--- src/rtl/envelope_follower.sv ---
// Envelope follower with attack/release smoothing and a hysteretic noise gate.
// The envelope, gate and sample outputs all appear one cycle after the strobe.
module envelope_follower #(
    parameter int OPEN_TH      = 2048,
    parameter int CLOSE_TH     = 1024,
    parameter int HOLD_SAMPLES = 4800
) (
    input  logic               i_clk,
    input  logic               i_rst,
    input  logic               i_valid,
    input  logic               i_enable,
    input  logic [2:0]         i_attack,
    input  logic [2:0]         i_release,
    input  logic signed [15:0] i_data,
    output logic signed [15:0] o_data,
    output logic [15:0]        o_env,
    output logic               o_gate,
    output logic               o_valid
);

    localparam int CW = $clog2(HOLD_SAMPLES + 1);

    typedef enum logic [1:0] {
        CLOSED = 2'd0,
        OPEN   = 2'd1,
        HOLD   = 2'd2
    } state_t;

    state_t              r_state;
    state_t              w_state_nx;
    logic [CW-1:0]       r_cnt;
    logic [CW-1:0]       w_cnt_nx;
    logic [15:0]         r_env;
    logic [15:0]         w_env_nx;
    logic [15:0]         w_env_upd;
    logic [15:0]         w_mag;
    logic [15:0]         w_up;
    logic [15:0]         w_dn;
    logic [15:0]         w_da;
    logic [15:0]         w_dr;
    logic signed [15:0]  r_data;
    logic                r_valid;

    // -32768 has no positive counterpart, so it clips to full scale
    always_comb begin
        if (i_data == 16'sh8000) begin
            w_mag = 16'h7fff;
        end else if (i_data[15]) begin
            w_mag = ~i_data + 16'd1;
        end else begin
            w_mag = i_data;
        end
    end

    assign w_up = w_mag - r_env;
    assign w_dn = r_env - w_mag;
    assign w_da = w_up >> i_attack;
    assign w_dr = w_dn >> i_release;

    always_comb begin
        w_env_upd = r_env;
        if (w_mag > r_env) begin
            w_env_upd = r_env + ((w_da == 16'd0) ? 16'd1 : w_da);
        end else if (w_mag < r_env) begin
            w_env_upd = r_env - ((w_dr == 16'd0) ? 16'd1 : w_dr);
        end
    end

    always_comb begin
        w_state_nx = r_state;
        w_cnt_nx   = r_cnt;
        w_env_nx   = r_env;
        if (!i_enable) begin
            w_state_nx = CLOSED;
            w_cnt_nx   = '0;
            w_env_nx   = 16'd0;
        end else if (i_valid) begin
            w_env_nx = w_env_upd;
            case (r_state)
                CLOSED: begin
                    if (w_env_upd >= 16'(OPEN_TH)) w_state_nx = OPEN;
                end
                OPEN: begin
                    if (w_env_upd < 16'(CLOSE_TH)) begin
                        w_state_nx = HOLD;
                        w_cnt_nx   = '0;
                    end
                end
                HOLD: begin
                    if (w_env_upd >= 16'(OPEN_TH)) begin
                        w_state_nx = OPEN;
                    end else if (r_cnt == CW'(HOLD_SAMPLES - 1)) begin
                        w_state_nx = CLOSED;
                    end else begin
                        w_cnt_nx = r_cnt + 1'b1;
                    end
                end
                default: w_state_nx = CLOSED;
            endcase
        end
    end

    always_ff @(posedge i_clk) begin
        if (i_rst) begin
            r_state <= CLOSED;
            r_cnt   <= '0;
            r_env   <= 16'd0;
            r_data  <= 16'sd0;
            r_valid <= 1'b0;
        end else begin
            r_state <= w_state_nx;
            r_cnt   <= w_cnt_nx;
            r_env   <= w_env_nx;
            r_valid <= i_valid;
            if (i_valid) r_data <= i_data;
        end
    end

    assign o_data  = r_data;
    assign o_env   = r_env;
    assign o_gate  = (r_state != CLOSED);
    assign o_valid = r_valid;

endmodule

--- config.mk ---
export PLATFORM = sky130hd
export DESIGN_NAME = envelope_follower
export DESIGN_NICKNAME = d
export VERILOG_FILES = /design/src/rtl/envelope_follower.sv
export SDC_FILE = /design/constraint.sdc
export NUM_CORES = 1
export LEC_CHECK = 0
export ABC_AREA = 1
export CAP_MARGIN = 5
export CORE_ASPECT_RATIO = 1.1
export CORE_UTILIZATION = 30
export CTS_CLUSTER_SIZE = 8
export DETAILED_ROUTE_END_ITERATION = 16
export MAX_ROUTING_LAYER = met4
export SYNTH_ARGS = -nofsm -noshare
export SYNTH_HDL_FRONTEND = slang
export SYNTH_SLANG_ARGS = --single-unit
--- constraint.sdc ---
create_clock -name i_clk -period 6.8 [get_ports i_clk]
set_input_delay 1.02 -clock i_clk [delete_from_list [all_inputs] [get_ports i_clk]]
set_output_delay 1.02 -clock i_clk [all_outputs]
set_load 0.005 [all_outputs]
==> results of run 1 <==
-- area by class of cell --
cell class,instances,area (sq um),area share (%)
multi-input combinational,949,6320,57.3
timing repair buffer,326,2630,23.8
sequential,48,961,8.71
inverter,144,556,5.03
tap,300,375,3.40
clock buffer,5,125,1.13
clock inverter,3,68.8,0.624
-- placed cells by master, fill, tap and decap left out, drive strengths merged, types with 4 or more instances in the layout --
master,instances
a21oi,96
nor2,98
fa,4
dfxtp,48
mux2i,7
o21bai,5
inv,142
a211oi,14
or2,10
xnor2,19
clkdlybuf4s50,52
dlymetal6s2s,4
o21ai,99
xor2,44
nand4,13
o211ai,11
a31oi,5
ha,65
nand2,325
nor3,18
clkbuf,6
nand3,83
buf,269
nor4,4
o21a,4
-- how the worst min path moves through the flow --
stage                     startpoint         end  cells past startpoint
after floorplan           o_data[10]  o_data[10]                      2
after global placement    o_data[11]  o_data[11]                      2
after detailed placement   o_data[6]   o_data[6]                      2
after CTS                  o_data[7]   o_data[7]                      2
after global routing      o_data[11]  o_data[11]                      2
final                      o_data[7]   o_data[7]                      2
-- power breakdown --
part	total [W]	internal [W]	switching [W]
clock	0.000334	0.000212	0.000122
sequential	0.000315	0.000295	0.0000201
combinational	0.00150	0.000702	0.000802
total	0.00215	0.00121	0.000944
-- metrics by stage --
step | cell area [sq um] | setup slack, ns | util (%)
6_report | 11000 | 0.162 | 47.7
2_1_floorplan | 7150 | 0.0315 | -
3_5_place_dp | 9710 | -1.19 | 42.0
3_3_place_gp | 9710 | -1.03 | 42.0
4_1_cts | 10400 | 0.000286 | 44.8
5_1_grt | 11000 | -0.227 | 47.7
-- worst max-delay path: cells and delay by family --
kind / cells / cell delay [ns]
and+or+nand+nor: 29 / 2.80
buffers and inverters: 6 / 1.01
adders and majority gates: 3 / 0.82
AOI/OAI and AO/OA: 2 / 0.53
xor gates and xnor gates: 2 / 0.50
muxes: 1 / 0.11
-- cells by family (layout without fill, tap and decap cells) --
logic type | after synthesis | after routing | share of synthesized area (%)
adders and majority gates | 69 | 69 | 12.5
buffers and inverters | 191 | 478 | 11.0
xor gates and xnor gates | 63 | 63 | 7.72
and+or+nand+nor | 554 | 555 | 33.5
DFF | 48 | 48 | 13.4
AOI/OAI and AO/OA | 255 | 255 | 20.9
muxes | 7 | 7 | 0.980
-- what timing repair did --
| action | in CTS | in global routing |
|---|---|---|
| hold endpoints to repair | 0 | 0 |
| setup endpoints to repair | 21 | 17 |
| buffers inserted | 4 | 16 |
| pin swaps | 31 | 66 |
| gates cloned | 3 | 0 |
| resized for setup | 129 | 151 |
-- sequential cells by signal, summed over array words and instances, names as in the netlist --
register	cells
o_data	16
r_state	2
o_env	16
r_cnt	13
o_valid	1
-- layer usage --
layer | up-vias | global-route usage (%)
li1 | 4489 | -
met1 | 3972 | 28.6
met2 | 202 | 37.4
met3 | 55 | 1.69
met4 | 0 | 8.67
met5 | - | -
==> qor.csv, run 1 <==
metric,value,unit
syn_to_final_growth,54.4,%
tightest_slew,0.989,ns
grt_use_total,22.6,%
die_area,0.0244,sq mm
route.detailed.drc,0,
vias,8718,
diodes,0,
yosys_register_bits,48,
leakage,5.29,nW
stdcell_count,1775,
ios,60,
core,0.0231,sq mm
setup_viol,0,
ir_drop,0.107,mV
wl_met2,12.8,mm
nets,1569,
fill_cells,2290,
regToRegSetupSlack,1.24,ns
worst_clock_skew,0.00887,ns
yosysWarnings,0,
fmax,151,MHz
antenna_found_initial,0,
die_y,164,microns
synth_area_leaders,"nand2_1 16%, dfxtp_1 13%, ha_1 11%",
dp_hpwl,21.6,mm
die_w,149,microns
syn_area,0.00715,sq mm
synth_fp_nets,1282,
floorplan.rows,58,
placedCellCount,1744,
rsz0062_at_grt,true,
synth.most_common_cell,nand2_1,
start_util,30.9,%
cp_max_fo,7,
synth_cells,1187,
hold_path_class,reg -> reg,
ant_nets,0,
cp.arrival,6.80,ns
grt.overflow.total,0,
place.gp.congestion,0.957,
path_clk_slew,0.07,ns
yosysTopAreaCell,nand2_1,
min_period,6.64,ns
slew_headroom,34.0,%
power_per_cell_area,195,mW/mm^2
firstDrtPassIters,5,
status,completed,
start_kind,input pin,
ys_seq_area_share,13.4,%
routed_wl,27.2,mm
syn_area_per_cell,6.02,sq um
finalHoldViolCount,0,
clock_latency,0.30,ns
worstReg2RegStart,o_env[8],
h-tree-depth,2,
endpoint,r_cnt[1],
maxCapViolCount,0,
holdWs,0.468,ns
top_layer,met4,
ys_top_cells_by_count,"314 x nand2_1, 131 x inv_1, 94 x nor2_1, 94 x o21ai_0, 90 x a21oi_1",
grt_pass1_vias,8150,
drive_above_1_share,33.4,%
r2r-end,r_cnt[1],
cp_slowest_cell,clkdlybuf4s50_1,
worstPathRequired,6.96,ns
totalNegativeSetupSlack,0,ns
cts_hold_buf,0,
grt_start_max_net_pins,39,
grt_pass1_wl,42.1,mm
clk_path_buf_depth,2,
cts_tree,built,
ys.flop_type,dfxtp_1,
worst-r2r-cell-count,35,
cts_made_buffers,5,
wl_per_cell,15.3,microns
maxSlewViolCount,0,
async_flop_share,0,%
timing.final.crit_share,97.6,%
power,0.00215,W
wl_met1,12.3,mm
synth_top_area_share,16.5,%
crit_start,i_data[6],
synth_cell_types,56,
drt_iter0_markers,520,
clock-root-buffer,clkbuf_16,
routed-wl-met3,987,microns
via_per_inst,4.91,
clock_sinks,48,
cp-end-kind,flop,
synth_edf_count,0,
io_buffers,59,
path_class,in -> reg,
slowest_delay,0.42,ns
No activity file was read; power rests on OpenSTA's default activity.
==> run 2, diff against run 1 <==
--- a/config.mk
+++ b/config.mk
@@ -6,7 +6,7 @@
 export NUM_CORES = 1
 export LEC_CHECK = 0
 export ABC_AREA = 1
-export CAP_MARGIN = 5
+export CAP_MARGIN = 20
 export CORE_ASPECT_RATIO = 1.1
 export CORE_UTILIZATION = 30
 export CTS_CLUSTER_SIZE = 8
==> results of run 2 <==
The final DEF is identical to that of run 1; final timing and power are the same.
==> run 3, diff against run 2 <==
--- a/config.mk
+++ b/config.mk
@@ -8,10 +8,11 @@
 export ABC_AREA = 1
 export CAP_MARGIN = 20
 export CORE_ASPECT_RATIO = 1.1
-export CORE_UTILIZATION = 30
+export CORE_UTILIZATION = 50
 export CTS_CLUSTER_SIZE = 8
 export DETAILED_ROUTE_END_ITERATION = 16
 export MAX_ROUTING_LAYER = met4
+export PLACE_DENSITY = 0.73
 export SYNTH_ARGS = -nofsm -noshare
 export SYNTH_HDL_FRONTEND = slang
 export SYNTH_SLANG_ARGS = --single-unit
==> qor.csv, run 3 (synthesis results as in run 1) <==
metric,value,unit,change
cts_tree,built,,
wl_per_cell,18.9,microns,+23%
die_w,116,microns,-22%
rsz0062_at_grt,true,,
dp_hpwl,19.9,mm,-7.6%
cp-end-kind,flop,,
start_kind,input pin,,
die_y,127,microns,-22%
die_area,0.0148,sq mm,-40%
layout_commonest_cell,buf_4,,
vias,9947,,+14%
crit_top_cell,nand2_1,,
h-tree-depth,2,,unchanged
slew_headroom,33.7,%,-0.31 points
grt_start_max_net_pins,39,,unchanged
cp_slowest_cell,o21ai_0,,
hold_path_class,reg -> reg,,
start_util,51.6,%,+21 points
slowest_delay,0.30,ns,-0.12 ns
antenna_found_initial,0,,unchanged
fmax,141,MHz,-6.5%
placedCellCount,1609,,-7.7%
cp_max_fo,3,,-4
diodes,0,,unchanged
cts_made_buffers,5,,unchanged
setup_slack,-0.296,ns,-0.458 ns
routed_wl,31.6,mm,+16%
clk_path_buf_depth,2,,unchanged
grt.overflow.total,0,,unchanged
hold_depth,2,,unchanged
tightest_slew,0.993,ns,+0.00469 ns
cp.buffers_inverters,9,,+3
drt_iter0_markers,952,,+83%
layout_common_cells,"263 x buf_4, 255 x nand2_1, 120 x inv_1, 73 x a21oi_1, 71 x nor2_1",,
io_buffers,59,,unchanged
totalNegativeSetupSlack,-3.62,ns,-3.62 ns
leakage,5.39,nW,+1.9%
clock_sinks,48,,unchanged
fill_cells,916,,-60%
grt_pass1_vias,8661,,+6.3%
grt_use_total,37.3,%,+15 points
finalHoldViolCount,0,,unchanged
stdcell_count,1674,,-5.7%
place_ws,-1.16,ns,+0.0372 ns
place.gp.congestion,1.02,,+6.2%
crit_family,simple AND/OR/NAND/NOR gates,,
via_per_inst,5.94,,+21%
cp.arrival,7.25,ns,+0.45 ns
syn_to_final_growth,59.2,%,
maxSlewViolCount,0,,unchanged
clock-root-buffer,clkbuf_16,,
maxCapViolCount,0,,unchanged
ios,60,,unchanged
worstPathRequired,6.95,ns,about the same
power,0.00235,W,+9.2%
violations,negative setup slack,,
route.detailed.drc,0,,unchanged
drive_above_1_share,38.3,%,+4.9 points
status,"complete, but fails checks",,
grt_pass1_wl,41.8,mm,-0.69%
min_period,7.10,ns,+0.458 ns
path_clk_slew,0.07,ns,about the same
cts_hold_buf,0,,unchanged
setup_viol,15,,+15
timing.final.crit_share,104,%,+6.7 points
ant_nets,0,,unchanged
worst_clock_skew,0.00693,ns,-0.00194 ns
worst-r2r-cell-count,32,,-8.6%
path_class,in -> reg,,
ir_drop,0.155,mV,+45%
clock_latency,0.30,ns,about the same
floorplan.rows,45,,-22%
core,0.0139,sq mm,-40%
path_depth,46,,+7.0%
nets,1580,,+0.70%
firstDrtPassIters,8,,+3
power_per_cell_area,207,mW/mm^2,+5.9%
==> run 3: final timing paths <==
path,start,slack [ns],to
hold / removal,o_data[5],0.47,o_data[5]
setup reg to reg,o_env[1],0.92,r_cnt[1]
setup / recovery,i_data[0],-0.30,r_cnt[1]
hold reg to reg,o_data[5],0.47,o_data[5]
==> run 3: worst register-to-register path, delay by kind of cell, from the launching register on <==
kind	cells	cell delay, ns
AO/OA/AOI/OAI	6	1.00
XOR/XNOR	1	0.40
adder cells (fa/ha/maj)	3	1.00
buffers and inverters	6	1.07
flip-flops	1	0.67
AND/OR/NAND/NOR	16	1.57
==> run 3: metrics by stage <==
| step | util (%) | hold slack, ns | area, sq um |
|---|---|---|---|
| floorplan | - | 0.457 | 7150 |
| global placement | 67.9 | 0.448 | 9400 |
| detailed placement | 67.9 | 0.452 | 9400 |
| CTS | 75.1 | 0.463 | 10400 |
| global route | 82.2 | 0.502 | 11400 |
| finish | 82.2 | 0.466 | 11400 |
==> run 3: cell type report <==
type / count / area (sq um) / area share [%]
clock buffers: 5 / 125 / 1.10
clock inverters: 3 / 68.8 / 0.605
inverters: 144 / 568 / 4.99
multi-input cells: 950 / 6690 / 58.8
flip-flops and latches: 48 / 961 / 8.44
well taps: 188 / 235 / 2.07
repair buffers: 336 / 2730 / 24.0
==> run 3: metal layers <==
metal / vias to the layer above / GRT usage, % / wire length, microns
li1: 4514 / - / -
met1: 4614 / 43.4 / 11500
met2: 590 / 63.0 / 15000
met3: 229 / 6.21 / 2600
met4: 0 / 15.5 / 2460
met5: - / - / 0
==> run 3: timing repair <==
action | CTS | global route
setup buffers | 29 | 24
pin swaps | 45 | 76
gates resized for setup | 189 | 195
endpoints found under the setup margin | 21 | 16
gates cloned | 2 | 2
==> run 3: power by group <==
part / internal [W] / leakage [nW] / switching [W]
registers: 0.000295 / 0.393 / 0.0000284
logic: 0.000777 / 4.90 / 0.000915
clock network: 0.000213 / 0.0944 / 0.000124
